## config.mk

```make
export PLATFORM = sky130hd
export DESIGN_NAME = async_fifo_write_frontend
export DESIGN_NICKNAME = d
export VERILOG_FILES = /design/src/rtl/async_fifo_pkg.sv /design/src/rtl/async_fifo_sync.sv /design/src/rtl/async_fifo_write_frontend.sv
export SDC_FILE = /design/constraint.sdc
export NUM_CORES = 1
export LEC_CHECK = 0
export CAP_MARGIN = 25
export CORE_MARGIN = 2
export CORE_UTILIZATION = 34
export DETAILED_ROUTE_END_ITERATION = 8
export GPL_TIMING_DRIVEN = 0
export HOLD_SLACK_MARGIN = 0.02
export PLACE_DENSITY = 0.73
export RECOVER_POWER = 50
export SLEW_MARGIN = 10
export SYNTH_ARGS = -nofsm -noshare
export SYNTH_HDL_FRONTEND = slang
export SYNTH_SLANG_ARGS = --single-unit
```

## constraint.sdc

```tcl
create_clock -name clk -period 1.3 [get_ports clk]
set_clock_uncertainty 0.15 [all_clocks]
set_input_delay 0.26 -clock clk [delete_from_list [all_inputs] [get_ports clk]]
set_output_delay 0.26 -clock clk [all_outputs]
set_load 0.02 [all_outputs]
```

## src/rtl/async_fifo_pkg.sv

```systemverilog
// Shared constants and helpers for the async FIFO write-side front end.
package async_fifo_pkg;

    localparam int unsigned DataWidthDefault = 8;
    localparam int unsigned SyncStagesMin    = 2;
    localparam int unsigned SyncStagesMax    = 3;
    localparam int unsigned GrayMaxWidth     = 32;

    function automatic logic [GrayMaxWidth-1:0] gray2bin(input logic [GrayMaxWidth-1:0] gray);
        logic [GrayMaxWidth-1:0] bin;
        bin[GrayMaxWidth-1] = gray[GrayMaxWidth-1];
        for (int i = GrayMaxWidth - 2; i >= 0; i--) begin
            bin[i] = bin[i+1] ^ gray[i];
        end
        return bin;
    endfunction

endpackage

```

## src/rtl/async_fifo_sync.sv

```systemverilog
// Multi-flop synchronizer; stages are chained flop-to-flop with nothing in between.
module async_fifo_sync #(
    parameter int unsigned WIDTH  = 4,
    parameter int unsigned STAGES = 2
) (
    input  logic             clk,
    input  logic             reset_n,
    input  logic [WIDTH-1:0] d_i,
    output logic [WIDTH-1:0] q_o
);

    logic [WIDTH-1:0] stage_q [STAGES];

    always_ff @(posedge clk or negedge reset_n) begin
        if (!reset_n) begin
            for (int i = 0; i < int'(STAGES); i++) begin
                stage_q[i] <= '0;
            end
        end else begin
            stage_q[0] <= d_i;
            for (int i = 1; i < int'(STAGES); i++) begin
                stage_q[i] <= stage_q[i-1];
            end
        end
    end

    assign q_o = stage_q[STAGES-1];

endmodule

```

## src/rtl/async_fifo_write_frontend.sv

```systemverilog
// Write-side front end: read-pointer sync, one-entry skid, optional occupancy.
// Occupancy outputs are generated only when ASYNC_FIFO_WR_OCCUPANCY_EN is defined.
module async_fifo_write_frontend
    import async_fifo_pkg::*;
#(
    parameter int unsigned WRITE_COUNTER_BITS = 4,
    parameter int unsigned DATA_WIDTH         = DataWidthDefault,
    parameter int unsigned SYNC_STAGES        = 2,
    parameter int unsigned ALMOST_FULL_THRESH = 6
) (
    input  logic                          clk,
    input  logic                          reset_n,
    input  logic                          s_valid,
    input  logic [DATA_WIDTH-1:0]         s_data,
    output logic                          s_ready,
    output logic                          fifo_push,
    output logic [DATA_WIDTH-1:0]         fifo_wdata,
    input  logic                          fifo_full,
    input  logic [WRITE_COUNTER_BITS-1:0] write_gcode_ptr,
    input  logic [WRITE_COUNTER_BITS-1:0] read_gcode_ptr,
    output logic [WRITE_COUNTER_BITS-1:0] read_gcode_ptr_wr_sync,
    output logic [WRITE_COUNTER_BITS-1:0] fill_level,
    output logic                          almost_full
);

    localparam int unsigned PtrW = WRITE_COUNTER_BITS;
    // Out-of-range stage counts are clamped into the legal window.
    localparam int unsigned SyncDepth =
        (SYNC_STAGES < SyncStagesMin) ? SyncStagesMin :
        (SYNC_STAGES > SyncStagesMax) ? SyncStagesMax : SYNC_STAGES;

    async_fifo_sync #(
        .WIDTH  (PtrW),
        .STAGES (SyncDepth)
    ) u_rd_ptr_sync (
        .clk     (clk),
        .reset_n (reset_n),
        .d_i     (read_gcode_ptr),
        .q_o     (read_gcode_ptr_wr_sync)
    );

    logic                  rst_done_q, rst_done_d;
    logic                  skid_valid_q, skid_valid_d;
    logic [DATA_WIDTH-1:0] skid_data_q, skid_data_d;
    logic                  xfer;

    assign s_ready    = !skid_valid_q && rst_done_q;
    assign xfer       = s_valid && s_ready;
    assign fifo_push  = (skid_valid_q || xfer) && !fifo_full;
    assign fifo_wdata = skid_valid_q ? skid_data_q : s_data;

    always_comb begin
        rst_done_d   = 1'b1;
        skid_valid_d = skid_valid_q;
        skid_data_d  = skid_data_q;
        if (xfer && fifo_full) begin
            skid_valid_d = 1'b1;
            skid_data_d  = s_data;
        end else if (skid_valid_q && !fifo_full) begin
            skid_valid_d = 1'b0;
        end
    end

    always_ff @(posedge clk or negedge reset_n) begin
        if (!reset_n) begin
            rst_done_q   <= 1'b0;
            skid_valid_q <= 1'b0;
            skid_data_q  <= '0;
        end else begin
            rst_done_q   <= rst_done_d;
            skid_valid_q <= skid_valid_d;
            skid_data_q  <= skid_data_d;
        end
    end

`ifdef ASYNC_FIFO_WR_OCCUPANCY_EN
    logic [PtrW-1:0] wr_bin, rd_bin, occ_diff;
    logic [PtrW-1:0] fill_q, fill_d;
    logic            almost_full_q, almost_full_d;

    assign wr_bin   = PtrW'(gray2bin(GrayMaxWidth'(write_gcode_ptr)));
    assign rd_bin   = PtrW'(gray2bin(GrayMaxWidth'(read_gcode_ptr_wr_sync)));
    // Modulo-2^N subtraction handles pointer roll-over.
    assign occ_diff = wr_bin - rd_bin;

    always_comb begin
        fill_d        = occ_diff;
        almost_full_d = (32'(occ_diff) >= ALMOST_FULL_THRESH);
    end

    always_ff @(posedge clk or negedge reset_n) begin
        if (!reset_n) begin
            fill_q        <= '0;
            almost_full_q <= 1'b0;
        end else begin
            fill_q        <= fill_d;
            almost_full_q <= almost_full_d;
        end
    end

    assign fill_level  = fill_q;
    assign almost_full = almost_full_q;
`else
    logic unused_occ;
    assign unused_occ  = ^write_gcode_ptr;
    assign fill_level  = '0;
    assign almost_full = 1'b0;
`endif

endmodule

```

[Word-level counts from Yosys, hierarchy flattened]
Cells that the tools add are included.
Storage, ports and cells
  flip-flop bits (word level): 18
  bits of input ports: 20
  word-level logic and storage cells: 17
Operators by class
  muxes and demuxes: 3
  reduce and logical (&&, ||, !) cells: 9
Operator list (number)
  $mux 8: 1
  $logic_and 1x1->1: 5
  $logic_not 1->1: 2
  $mux 1: 2
  $reduce_bool 2->1: 1
  $logic_or 1x1->1: 1

[Depth between registers and ports, before layout]
  depth in word-level cells: 5
  gate-level depth with buffers: 3
  mapped depth without buffers: 2

[Cells and area by module]
A second synthesis with hierarchy kept.
Second synthesis, totals
  cells, all modules: 51
  area, all modules: 755.7 sq um
Modules (own cells, without submodules)
  async_fifo_write_frontend: instances 1, cells each 39, area each 525.5 sq um, sequential area each 250.2 sq um
  async_fifo_sync: instances 1, cells each 12, area each 230.2 sq um, sequential area each 200.2 sq um

[Least setup slack after synthesis]
OpenSTA, ideal clock, no wires.
  path type: register to output
  start: register skid_valid_q
  end: output port fifo_wdata[0]
  arrival: 916 ps
  required time: 890 ps
  slack: -26 ps
  stages on the path, launching flop included: 3
  buffers on the path: 1
  path through: dfrtp_1 > buf_2 > mux2_2
On the way
  cells in the longest elaborated chain, start to end: 1
RTL lines
  start, declared: RTL line async_fifo_write_frontend.sv:43  | logic skid_valid_q, skid_valid_d;
  start signal, assigned: RTL line async_fifo_write_frontend.sv:71  | skid_valid_q <= skid_valid_d;
  $mux 8: RTL line async_fifo_write_frontend.sv:50  | assign fifo_wdata = skid_valid_q ? skid_data_q : s_data;
  end, declared: RTL line async_fifo_write_frontend.sv:17  | output logic [DATA_WIDTH-1:0] fifo_wdata,
Every way passes these cells.

[Worst setup path after layout]
  start: register skid_valid_q
  end: output port fifo_wdata[3]
The elaborated chain is that of the path after synthesis.

==> results.cfg <==
[outcome]
status = finished with violations
violations = setup timing

[power]
swShare_pct = 26.1
power_frac_seq_pct = 48.4
combPwrFrac_pct = 26.5
power_leakage_nw = 0.573
powerDensity_mw_per_mm2 = 1160
p_sw_uw = 357
ir_drop_mv = 0.668
clock_power_share_pct = 25.1
cellInternalPower_mw = 1.01

[sta]
setup_tns_ns = -3.93
worst_pin_slew_ns = 0.780
slew_headroom_pct = 47.8
finalWorstSetupSlack_ns = -0.419
hold_viol = 0
setup_violations = 11
slew_viol_final = 0
fin_hold_ws_ns = 0.206
fin_crit_sh_pct = 132
rsz0062_at_grt = yes
finalCriticalPeriod_ns = 1.72
fmax_mhz = 582

[yosys]
syn-cell-area_sq_um = 756
syn-instance-count = 51
yosys-top-cells-area = dfrtp_1 60%, mux2_2 24%, buf_4 8.9%
synth.yosys.seq_area_share_pct = 59.6
yosysTopAreaCellShare_pct = 59.6
synth-main-ff-cell = dfrtp_1
syn_area_per_cell_sq_um = 14.8
synth.most_common_cell = dfrtp_1
synth_commonest_cells = 18 x dfrtp_1, 16 x mux2_2, 9 x buf_4
synth-seq-cells = 18
synth-edff-count = 0
synth.distinct_cells = 9
async_flop_share_pct = 100
synth_top_area_cell = dfrtp_1
yosysWarnings = 0

[clock_tree]
cts_max_level = 1
cts_buffers = 3
clk-insertion-delay-late_ns = 0.29
clk_pin_slew_worst_paths_ns = 0.09
clock-sinks = 18
clockBufferDepth = 2
cts_root_buf = clkbuf_4
hold_buffers = 0
cts_tree = done

[route]
routedWlPerCell_um = 12.6
routed_via_density = 4.23
drc = 0
drt_iter0_drc = 0
ant_nets = 0
drt_wl_total_um = 1430
vias = 482
first_pass_iters = 1

[placed_design]
dp_hpwl_um = 920
numPortBuffers = 29
post-place-ws_ns = -0.699
place_inst = 112
gp_congestion = 0.561

[global_route]
met2_usage_pct = 19.3
antenna_found_initial = 0
grt_busiest_layer = met2
grt_pass1_wl_um = 2380
grt_pass1_vias = 518
met1_usage_pct = 16.6
grt_max_degree = 19
grt_use_met3_pct = 2.92
grt.total_usage_pct = 13.0
grt_overflow_total = 0

[layout]
fin_util_pct = 55.0
n_antenna_cell = 0
fillers = 182
drive_above_1_share_pct = 52.3
nNetsFinal = 107
fin_cells = 114
syn_to_final_growth_pct = 56.5

[setup_path]
reg2reg_from = skid_valid_q
r2r_setup_slack_ns = 0.02
path_class = reg2out
crit_required_ns = 0.89
endpoint_kind = output pin
r2r_end = skid_data_q[5]
start_kind = register
rr_worst_depth = 2
path_max_fanout = 5
critical_path_arrival_ns = 1.31

[die]
design.portCount = 39
start_util_pct = 35.2
die_h_um = 51.1
dieArea_sq_mm = 0.00262
rows = 17
die_w_um = 51.1
core-area_sq_mm = 0.00215

[worst_hold_path]
min-delay-start = u_rd_ptr_sync.stage_q[5]
hold_class = reg2reg
whs_path_depth = 0
min_to = u_rd_ptr_sync.q_o[1]

[run]
maxCapViolations = 0
## per-stage QoR
| stage | area [sq um] | power, mW |
|---|---|---|
| final | 1180 | 1.37 |
| after detailed placement | 1100 | 0.993 |
| after floorplan | 773 | 0.844 |
| after global placement | 1100 | 0.984 |
| after global routing | 1180 | 1.44 |
| after CTS | 1160 | 1.38 |
## cell type report
type                       instances  area [sq um]  area share [%]
buffer                             6          48.8            4.13
clock buffer                       4          36.3            3.07
multi-input combinational         27           289            24.4
sequential                        18           450            38.1
tap                               28          35.0            2.96
timing repair buffer              31           323            27.3
## repair_timing
action / in CTS / in global routing
cloned: 1 / 0
setup endpoints to repair: 14 / 18
gates resized for setup: 93 / 4
pin swaps: 0 / 1
buffers inserted: 0 / 1
## critical path: stages, from the launching register on
cell     delay [ns]
dfrtp_1        0.43
buf_6          0.16
mux2_4         0.31
buf_6          0.13
## layer usage
metal / vias up / share of wire (%)
li1: 225 / -
met1: 232 / 43
met2: 23 / 49
met3: 2 / 6.1
met4: 0 / 1.5
met5: - / 0
## flip-flops by register name (all words and copies together), names as in the netlist
name,cells
skid_valid_q,1
skid_data_q,8
rst_done_q,1
u_rd_ptr_sync.q_o,4
u_rd_ptr_sync.stage_q,4
## cell families (layout without fill, tap and decap cells)
group | after synthesis | count (layout) | share of synthesized area [%]
AO/OA/AOI/OAI | 1 | 1 | 0.662
buffers and inverters | 10 | 41 | 9.60
flip-flops | 18 | 18 | 59.6
multiplexers | 16 | 16 | 23.8
other | 2 | 6 | 0.994
AND/OR/NAND/NOR | 4 | 4 | 5.30
## how the worst max path moves through the flow
stage            startpoint       endpoint  slack [ns]
2_1_floorplan  skid_valid_q  fifo_wdata[0]        0.02
3_3_place_gp        s_valid      fifo_push       -0.67
3_5_place_dp        s_valid      fifo_push       -0.70
4_1_cts        skid_valid_q  fifo_wdata[0]       -0.43
5_1_grt        skid_valid_q  fifo_wdata[0]       -0.47
6_report       skid_valid_q  fifo_wdata[3]       -0.42
## power by group through the flow
stage	Sequential (mW)	Clock [mW]	Combinational [mW]
6_report	0.663	0.344	0.363
5_1_grt	0.672	0.383	0.386
4_1_cts	0.661	0.358	0.360
3_5_place_dp	0.666	0	0.327
3_3_place_gp	0.662	0	0.322
2_1_floorplan	0.658	0	0.187
## cells in the final DEF (no fill, tap or decap)
cell type / n
clkbuf_8: 1
buf_2: 1
dfrtp_1: 18
dlygate4sd3_1: 4
nor2_1: 1
clkdlybuf4s50_1: 10
nor2b_4: 1
nand4b_4: 1
dlymetal6s2s_1: 1
conb_1: 6
nor2b_1: 1
buf_6: 15
buf_4: 6
mux2_4: 8
a21oi_2: 1
clkbuf_4: 3
mux2_2: 8
Note: power is estimated with default switching activity, not from simulation.
